<file path="src/rtl/ntt_addr_seq.sv">
// Self-sequencing read/twiddle/write address generator for NTT, INTT, MULT and ADDSUB passes.
// Define NTT_ADDR_SEQ_STAGE_DRAIN_EN to insert a pipeline-drain gap at each NTT/INTT stage boundary.
module ntt_addr_seq #(
   parameter int LOG_N      = 8,
   parameter int NUM_STAGES = 7,
   parameter int WLAT       = 10
) (
   input  logic             clk,
   input  logic             rst,
   input  logic             start,
   input  logic [1:0]       mode,
   input  logic             stall,
   output logic             busy,
   output logic             done,
   output logic             rd_valid,
   output logic [LOG_N-1:0] a_addr,
   output logic [LOG_N-1:0] b_addr,
   output logic [LOG_N-2:0] tw_addr,
   output logic [2:0]       stage,
   output logic             wr_valid,
   output logic [LOG_N-1:0] wa_addr,
   output logic [LOG_N-1:0] wb_addr
);

   localparam int N  = 1 << LOG_N;
   localparam int TW = LOG_N - 1;

   localparam logic [1:0] M_NTT    = 2'd0;
   localparam logic [1:0] M_INTT   = 2'd1;
   localparam logic [1:0] M_MULT   = 2'd2;
   localparam logic [1:0] M_ADDSUB = 2'd3;

`ifdef NTT_ADDR_SEQ_STAGE_DRAIN_EN
   localparam bit STAGE_DRAIN = 1'b1;
`else
   localparam bit STAGE_DRAIN = 1'b0;
`endif

   typedef enum logic [2:0] {S_IDLE, S_RUN, S_GAP, S_DRAIN, S_DONE} state_t;

   typedef struct packed {
      logic             v;
      logic [LOG_N-1:0] a;
      logic [LOG_N-1:0] b;
   } wr_t;

   state_t           state;
   logic [1:0]       mode_q;
   logic [LOG_N-1:0] k_q;
   logic [2:0]       s_q;
   logic             rd_vld_q;
   logic             busy_q;
   logic             done_q;
   logic [LOG_N-1:0] a_q, b_q;
   logic [TW-1:0]    tw_q;
   logic [2:0]       stage_q;
   wr_t              dl [WLAT];

   // Counter advance: k walks one stage, s steps at each wrap.
   logic [LOG_N-1:0] k_max, k_nxt;
   logic [2:0]       s_nxt;
   logic             multi_stage, stage_last, k_wrap, is_last;

   always_comb begin
      multi_stage = (mode_q == M_NTT) || (mode_q == M_INTT);
      k_max       = (mode_q == M_ADDSUB) ? {LOG_N{1'b1}} : {1'b0, {(LOG_N-1){1'b1}}};
      stage_last  = multi_stage ? (s_q == 3'(NUM_STAGES-1)) : 1'b1;
      k_wrap      = (k_q == k_max);
      is_last     = k_wrap && stage_last;
      k_nxt       = k_wrap ? '0 : k_q + LOG_N'(1);
      s_nxt       = k_wrap ? s_q + 3'd1 : s_q;
   end

   // Address calculation for the next issue (k=0,s=0 on start; held counters on leaving GAP).
   logic [1:0]       c_mode;
   logic [LOG_N-1:0] c_k;
   logic [2:0]       c_s, c_d;
   logic [LOG_N-1:0] c_len, c_grp, c_j, c_a, c_b;
   logic [TW-1:0]    c_tw;

   always_comb begin
      c_mode = (state == S_IDLE) ? mode : mode_q;
      c_k    = k_nxt;
      c_s    = s_nxt;
      if (state == S_IDLE) begin
         c_k = '0;
         c_s = '0;
      end else if (state == S_GAP) begin
         c_k = k_q;
         c_s = s_q;
      end
      c_d   = (c_mode == M_INTT) ? 3'(NUM_STAGES-1) - c_s : c_s;
      c_len = LOG_N'(1) << (LOG_N - 1 - int'(c_d));
      c_grp = c_k >> (LOG_N - 1 - int'(c_d));
      c_j   = c_k & (c_len - LOG_N'(1));
      c_a   = c_k;
      c_b   = c_k;
      c_tw  = '0;
      case (c_mode)
         M_NTT: begin
            c_a  = (c_grp << (LOG_N - int'(c_d))) | c_j;
            c_b  = c_a | c_len;
            c_tw = (TW'(1) << c_d) + TW'(c_grp);
         end
         M_INTT: begin
            c_a  = (c_grp << (LOG_N - int'(c_d))) | c_j;
            c_b  = c_a | c_len;
            // 2^(d+1) wraps to 0 at the top stage; the modular subtract still lands right.
            c_tw = (TW'(1) << (c_d + 3'd1)) - TW'(1) - TW'(c_grp);
         end
         M_MULT: begin
            c_a  = {c_k[LOG_N-2:0], 1'b0};
            c_b  = {c_k[LOG_N-2:0], 1'b1};
            c_tw = TW'(N / 4) + TW'(c_k >> 1);
         end
         default: begin
            c_a  = c_k;
            c_b  = c_k;
            c_tw = '0;
         end
      endcase
   end

   // True while something is still due to reach the write port after the next shift.
   logic pend;
   always_comb begin
      pend = rd_vld_q;
      for (int i = 0; i < WLAT - 1; i++) pend = pend | dl[i].v;
   end

   always_ff @(posedge clk or posedge rst) begin
      if (rst) begin
         state    <= S_IDLE;
         mode_q   <= '0;
         k_q      <= '0;
         s_q      <= '0;
         rd_vld_q <= 1'b0;
         busy_q   <= 1'b0;
         done_q   <= 1'b0;
         a_q      <= '0;
         b_q      <= '0;
         tw_q     <= '0;
         stage_q  <= '0;
      end else begin
         case (state)
            S_IDLE: begin
               done_q <= 1'b0;
               if (start) begin
                  mode_q   <= mode;
                  k_q      <= '0;
                  s_q      <= '0;
                  a_q      <= c_a;
                  b_q      <= c_b;
                  tw_q     <= c_tw;
                  stage_q  <= '0;
                  rd_vld_q <= 1'b1;
                  busy_q   <= 1'b1;
                  state    <= S_RUN;
               end
            end
            S_RUN: begin
               if (!stall) begin
                  if (is_last) begin
                     rd_vld_q <= 1'b0;
                     state    <= S_DRAIN;
                  end else if (STAGE_DRAIN && k_wrap && multi_stage) begin
                     k_q      <= k_nxt;
                     s_q      <= s_nxt;
                     rd_vld_q <= 1'b0;
                     state    <= S_GAP;
                  end else begin
                     k_q      <= k_nxt;
                     s_q      <= s_nxt;
                     a_q      <= c_a;
                     b_q      <= c_b;
                     tw_q     <= c_tw;
                     stage_q  <= s_nxt;
                     rd_vld_q <= 1'b1;
                  end
               end
            end
            S_GAP: begin
               if (!stall && !pend) begin
                  a_q      <= c_a;
                  b_q      <= c_b;
                  tw_q     <= c_tw;
                  stage_q  <= s_q;
                  rd_vld_q <= 1'b1;
                  state    <= S_RUN;
               end
            end
            S_DRAIN: begin
               if (!stall && !pend) begin
                  done_q <= 1'b1;
                  busy_q <= 1'b0;
                  state  <= S_DONE;
               end
            end
            default: begin
               done_q <= 1'b0;
               state  <= S_IDLE;
            end
         endcase
      end
   end

   always_ff @(posedge clk or posedge rst) begin
      if (rst) begin
         for (int i = 0; i < WLAT; i++) dl[i] <= '0;
      end else if (!stall) begin
         dl[0] <= '{v: rd_vld_q, a: a_q, b: b_q};
         for (int i = 1; i < WLAT; i++) dl[i] <= dl[i-1];
      end
   end

   assign busy     = busy_q;
   assign done     = done_q;
   assign rd_valid = rd_vld_q & ~stall;
   assign a_addr   = a_q;
   assign b_addr   = b_q;
   assign tw_addr  = tw_q;
   assign stage    = stage_q;
   assign wr_valid = dl[WLAT-1].v & ~stall;
   assign wa_addr  = dl[WLAT-1].a;
   assign wb_addr  = dl[WLAT-1].b;

endmodule

</file>
<file path="config.mk">
export PLATFORM = sky130hd
export DESIGN_NAME = ntt_addr_seq
export DESIGN_NICKNAME = d
export VERILOG_FILES = /design/src/rtl/ntt_addr_seq.sv
export SDC_FILE = /design/constraint.sdc
export NUM_CORES = 1
export LEC_CHECK = 0
export CAP_MARGIN = 10
export CORE_ASPECT_RATIO = 1.4
export CORE_UTILIZATION = 40
export CTS_CLUSTER_DIAMETER = 200
export DETAILED_ROUTE_END_ITERATION = 8
export GPL_ROUTABILITY_DRIVEN = 0
export GPL_TIMING_DRIVEN = 0
export PLACE_DENSITY_LB_ADDON = 0.15
export SETUP_SLACK_MARGIN = 0.4
export SLEW_MARGIN = 20
export SYNTH_ARGS = -nofsm -noshare
export SYNTH_HDL_FRONTEND = slang
export SYNTH_SLANG_ARGS = --single-unit
</file>
<file path="constraint.sdc">
create_clock -name clk -period 9.1 [get_ports clk]
set_input_delay 1.365 -clock clk [delete_from_list [all_inputs] [get_ports clk]]
set_output_delay 1.365 -clock clk [all_outputs]
set_load 0.05 [all_outputs]
</file>
==> impl_results.md, run 1 <==
* WL/cell at 17.8 um
* Setup crit end kind: flip-flop
* Crit Path Max Fanout at 12
* Share of synthesized registers carrying an async set or reset at 100%
* Layout Cells excl Fill at 1425
* CTS tree: built
* Distinct cells, synth at 86
* Pleak at 5.27 nW
* 1st-iter DRT viols at 334
* Clk_skew at 0.0108 ns
* Finish-stage setup viols at 0
* Worst setup SP type: flip-flop
* Synth Net Count at 1002
* Cell with the most instances after synthesis: dfrtp_1
* Fin worst setup slack at 3.16 ns
* Clock Path Buffers at 3
* Worst slack at placement at 3.18 ns
* CP top delay family: compound AO/OA/AOI/OAI gates
* Die area at 28100 um^2
* Unrepaired setup endpoints after global routing: no
* Area of the multi-input gates at 5170 um^2
* GR Overflow Total at 0
* Clock power frac at 23.3%
* Area Overhead vs Synth at 15.8%
* Clock Pin Slew Worst Setup and Hold Paths at 0.06 ns
* Top cells by count, synth: 215 x dfrtp_1, 172 x mux2_2, 70 x nor2_1
* Antenna violations before repair at 0
* Drc violations at 0
* Status: complete, no violations
* Layout fillers at 2512
* Top-area cell type share of the netlist area at 49.0%
* Io pins at 52
* Nets at 1080
* Num CTS Buffers at 23
* CP Data Arrival Time at 6.31 ns
* PwrDens at 291 nW/um^2
* GRT Total Usage at 18.8%
* Crit Path Class: flip-flop to flip-flop
* Minimum clock period at 5.94 ns
* Row count at 71
* Maxcap violations at 0
* Worst path cell trace: ha_1 > nand3_1 > nor4_4 > o21ai_0 > a22o_1 > clkbuf_1 > ha_1 > nor3_4 > nor3_4 > nor2_4 > inv_4 > buf_2 > o31ai_1 > a31oi_1 > o22ai_1 > inv_1 > ha_1 > and4b_1 > a211oi_1 > and2b_1 > xnor2_1 > a221o_1
* Number of gates resized after cts at 0
* Syn Std Cell Area at 11000 um^2
* Ys Warns at 0
* Root buffer cell: clkbuf_16
* Hold Vio Cnt, Final at 0
* 1st-pass router iterations at 5
* Die width at 142 um
* FF/Latch Area at 5380 um^2
* Area contributors post-synth: dfrtp_1 49%, mux2_2 18%, ha_1 3.0%, nor2_1 2.4%, a21oi_1 2.2%
* # port buffers at 51
* Sequential share of power at 42.1%
* Hpwl dp at 19100 um
* Clk sinks at 215
* Internal Power at 0.00244 W
* Sum of buffers and inverters on the critical path at 4
* Syn Area/Cell at 11.3 um^2
* Largest net degree at the start of global routing at 105
* Worst slew margin at 31.8%
* Yosys reg bits at 215
* Antenna diodes at 0
* Logic gate share of total power at 34.7%
* DRT Wirelength at 25400 um
* Core footprint at 26900 um^2
* Crit-path slowest cell: dfrtp_1
* Hold WC Path Type: flip-flop to flip-flop
* Max Fclk at 168 MHz
* Post-Synthesis Cells at 968
* Initial Util at 40.8%
* Layout cells sized above 1 at 26.0%
* Slew @ Worst Pin at 1.02 ns
* NetSw at 0.00125 W
* Routed vias/inst at 5.44
* Max-slew violations at 0
* Worst-skew pair later-pin latency at 0.50 ns
* Worst Path Required at 9.47 ns
* CP most frequent cell: ha_1
* Most used DFF post-synth: dfrtp_1
* Hold_buf cts at 0
* Yosys top cell by area: dfrtp_1
* Cells after DPL at 1386
* DIE HEIGHT at 198 um
* Peak VDD IR at 118 uV
* Final period utilization at 65.3%
* Number of H-tree levels at 1
* Setup Fix Bufs, Post-CTS at 0
* Via count of the first global-routing pass at 7734
* Routed via count at 7748
* First-pass GRT wire length at 41000 um
* Switching share of total power at 33.9%
* Post-synth EDFFs at 0
* CP peak stage delay at 0.43 ns
* Seq/Total Area, Yosys at 49.0%
* Antenna-violating nets left at 0
## layer usage
metal / vias up / part of all wire [%] / global-route usage, %
li1: 3661 / - / -
met1: 3804 / 39 / 20.5
met2: 205 / 52 / 35.3
met3: 78 / 4.0 / 2.54
met4: 0 / 5.1 / 9.52
met5: - / 0 / 0
## logic make-up after synthesis
family | Yosys count | share of synthesized area [%]
AO/OA/AOI/OAI | 200 | 12.3
XOR/XNOR | 15 | 1.20
adder cells (fa/ha/maj) | 28 | 3.33
buffers and inverters | 92 | 3.97
flip-flops | 215 | 49.0
multiplexers | 185 | 19.3
AND/OR/NAND/NOR | 233 | 10.8
## state kept, by name, indices dropped and copies added (netlist names)
register  count
s_q           3
state         3
busy          1
done          1
k_q           8
tw_addr       7
wb_addr       8
mode_q        2
a_addr        8
wa_addr       8
dl          154
rd_vld_q      1
stage         3
b_addr        8
## layout make-up
type / instances / area share (%)
repair buffers: 53 / 4.45
inverters: 23 / 0.758
multi-input cells: 661 / 40.7
plain buffers: 69 / 2.73
clock buffers: 33 / 5.22
well taps: 365 / 3.59
flip-flops and latches: 215 / 42.3
clock inverters: 6 / 0.256
## cell usage in the layout (no fill, tap or decap), drive strengths merged, types with 13 or more instances in the layout
| cell type | synthesis | routed |
|---|---|---|
| mux2 | 173 | 173 |
| clkbuf | 36 | 69 |
| dfrtp | 215 | 215 |
| inv | 23 | 23 |
| nor3 | 19 | 19 |
| a211oi | 15 | 15 |
| nand3 | 22 | 22 |
| buf | 33 | 35 |
| a21oi | 50 | 50 |
| nor2 | 71 | 71 |
| clkdlybuf4s50 | 0 | 51 |
| o31ai | 13 | 13 |
| o21ai | 38 | 38 |
| nand2 | 61 | 61 |
| ha | 26 | 26 |
## worst reg2reg max path: cells and delay by family, from the launching register on
family	cells	cell delay, ns
compound gates	7	2.00
xor+xnor	1	0.07
fa+ha+maj	3	1.11
buf+inv	4	0.67
flops	1	0.43
simple gates	7	1.52
## per-stage QoR
step	setup TNS [ns]	hold slack, ns	instance area, um^2	util [%]	total power [W]
finish	0	0.491	12700	47.2	0.00369
global placement	-212.55	0.474	11900	44.3	0.00282
CTS	0	0.498	12700	47.2	0.00374
global route	0	0.509	12700	47.2	0.00392
detailed placement	0	0.483	12000	44.6	0.00286
floorplan	0	0.471	11000	-	0.00248
## final timing paths
| check | startpoint | end | slack (ns) | cells past startpoint |
|---|---|---|---|---|
| worst max-delay path | k_q[0] | tw_addr[4] | 3.16 | 22 |
| worst min-delay path | stage[2] | stage[2] | 0.49 | 1 |
| worst max register to register | k_q[0] | tw_addr[4] | 3.16 | 22 |
| worst min register to register | stage[2] | stage[2] | 0.49 | 1 |
| max in group asynchronous | rst | dl[119] | 6.64 | 4 |
| min in group asynchronous | rst | wb_addr[7] | 1.24 | 2 |
## power by group through the flow
stage	logic [W]	clock network [W]	registers, W
after global placement	0.00125	0	0.00157
after global routing	0.00138	0.000927	0.00161
after CTS	0.00128	0.000893	0.00156
final	0.00128	0.000858	0.00155
after floorplan	0.000854	0	0.00163
after detailed placement	0.00128	0	0.00158
No activity file was read; power rests on OpenSTA's default activity.
==> run 2, diff against run 1 <==
==> constraint.sdc (replaced) <==
create_clock -name clk -period 5.43 [get_ports clk]
set_input_delay 0.8145 -clock clk [delete_from_list [all_inputs] [get_ports clk]]
set_output_delay 0.8145 -clock clk [all_outputs]
set_load 0.05 [all_outputs]
==> impl_results.md, run 2 (synthesis results as in run 1) <==
* Io pins at 52
* Worst slew margin at 26.9%
* Layout cells sized above 1 at 30.9%
* Worst-skew pair later-pin latency at 0.49 ns
* Met3 usage at 2.44%
* 1st-iter DRT viols at 405
* Via count of the first global-routing pass at 7581
* Largest net degree at the start of global routing at 35
* Hold WC Path Type: flip-flop to flip-flop
* Global-route met1 utilization at 21.6%
* # port buffers at 51
* Status: complete, no violations
* Routed via count at 7862
* FF-to-FF path depth at 22
* Clk_skew at 0.00797 ns
* Hpwl dp at 19500 um
* Hold worst-path end: dl[57]
* DRT Wirelength at 25900 um
* Max-slew violations at 0
* GRT busiest layer: met2
* Clock Path Buffers at 3
* GR Overflow Total at 0
* 1st-pass router iterations at 5
* CTS tree: built
* Row count at 71
* WL/cell at 18.0 um
* Final Cell Area at 13200 um^2
* R2R Path Start: mode_q[1]
* Reg-to-reg endpoint: tw_addr[4]
* Worst slack at placement at -0.508 ns
* Setup crit end kind: flip-flop
* Fin worst setup slack at 0.602 ns
* Unrepaired setup endpoints after global routing: no
* Antenna diodes at 0
* Nets at 1097
* Minimum clock period at 4.83 ns
* Most common cell after layout, fill and taps aside: dfrtp_1
* NetSw at 0.00215 W
* Worst setup SP type: flip-flop
* Slew @ Worst Pin at 1.10 ns
* Area Overhead vs Synth at 20.2%
* Maxcap violations at 0
* Finish-stage setup viols at 0
* Drc violations at 0
* Internal Power at 0.00430 W
* GRT Total Usage at 19.0%
* Sequential share of power at 40.4%
* Post-DP Area at 12100 um^2
* Initial Util at 40.8%
* Crit Path Max Fanout at 12
* Clock Pin Slew Worst Setup and Hold Paths at 0.06 ns
* DIE HEIGHT at 198 um
* Biggest register: dl
* Number of H-tree levels at 1
* First-pass GRT wire length at 41400 um
* GR met2 Demand/Resource at 35.3%
* Peak VDD IR at 229 uV
* Pleak at 5.43 nW
* Routed vias/inst at 5.45
* Antenna violations before repair at 0
* Reg2Reg Setup Slack at 0.60 ns
* Antenna-violating nets left at 0
* Layout fillers at 2487
* Number of flip-flops under the largest register name at 154
* Hold Vio Cnt, Final at 0
* Core footprint at 26900 um^2
* Root buffer cell: clkbuf_16
* Logic gate share of total power at 34.6%
* Most frequent cells in the layout: 211 x dfrtp_1, 172 x mux2_2, 68 x nor2_1
* Hold Crit Start: dl[74]
* Die width at 142 um
* Hold path cells at 1
* Num CTS Buffers at 22
* Die area at 28100 um^2
* Clk sinks at 215
* Final period utilization at 88.9%
* Max Fclk at 207 MHz
* Switching share of total power at 33.3%
* CP Data Arrival Time at 5.20 ns
* PwrDens at 489 nW/um^2
* Worst Path Required at 5.81 ns
* Clock power frac at 25.0%
* Post-layout util at 49.0%
* Crit Path Class: flip-flop to flip-flop
run 2: power groups by stage:
stage	Sequential, W	Combinational (W)	Clock, W
finish	0.00261	0.00223	0.00161
global route	0.00270	0.00239	0.00173
CTS	0.00262	0.00220	0.00166
detailed placement	0.00265	0.00215	0
global placement	0.00263	0.00210	0
floorplan	0.00273	0.00143	0
run 2: cell type report:
class	instances	area, um^2	share of cell area [%]
clock buffer	30	662	5.02
timing repair buffer	71	748	5.67
inverter	23	92.6	0.702
tap	365	457	3.46
multi-input combinational	661	5340	40.5
clock inverter	9	129	0.977
sequential	215	5390	40.8
buffer	69	370	2.81
run 2: critical path: stages, from the launching register on:
cell and delay, ns:
dfrtp_1 0.35, buf_2 0.18, and3b_2 0.24, nor4_4 0.25, buf_4 0.17, buf_4 0.12
o21ai_1 0.11, or2_2 0.31, ha_2 0.20, nand2b_4 0.16, a21oi_4 0.22, nor2_4 0.09
buf_4 0.15, clkbuf_4 0.21, ha_4 0.32, nor2b_1 0.07, fa_1 0.45, nand3_1 0.13
o21ai_0 0.11, a211oi_2 0.32, and2b_1 0.18, xnor2_1 0.07, a221o_1 0.31
run 2: worst max path at each step:
stage              start         end  cells after the start
4_1_cts         state[2]  tw_addr[4]                     23
5_1_grt        mode_q[1]  tw_addr[5]                     24
2_1_floorplan     k_q[0]  tw_addr[5]                     19
3_5_place_dp      k_q[0]  tw_addr[4]                     22
3_3_place_gp      k_q[0]  tw_addr[4]                     22
6_report       mode_q[1]  tw_addr[4]                     22
run 2: repair_timing:
action,CTS,global route
resized for setup,21,36
hold buffers,0,0
setup endpoints to repair,16,7
pin swaps,5,10
buffers inserted,9,4
run 2: stage by stage:
stage	hold slack [ns]	std cells	power (W)	TNS (ns)
final	0.490	1443	0.00644	0
after global routing	0.508	1443	0.00682	0
after CTS	0.500	1439	0.00648	0
after detailed placement	0.487	1391	0.00480	-1.94
after global placement	0.475	1384	0.00473	-1.76
after floorplan	0.471	968	0.00416	0
run 2: metal layers:
metal | vias to the layer above | part of all wire [%] | wire, um
met1 | 3885 | 39 | 10100
met5 | - | 0 | 0
met4 | 0 | 3.9 | 1020
met3 | 62 | 4.0 | 1040
met2 | 213 | 53 | 13800
li1 | 3702 | - | -
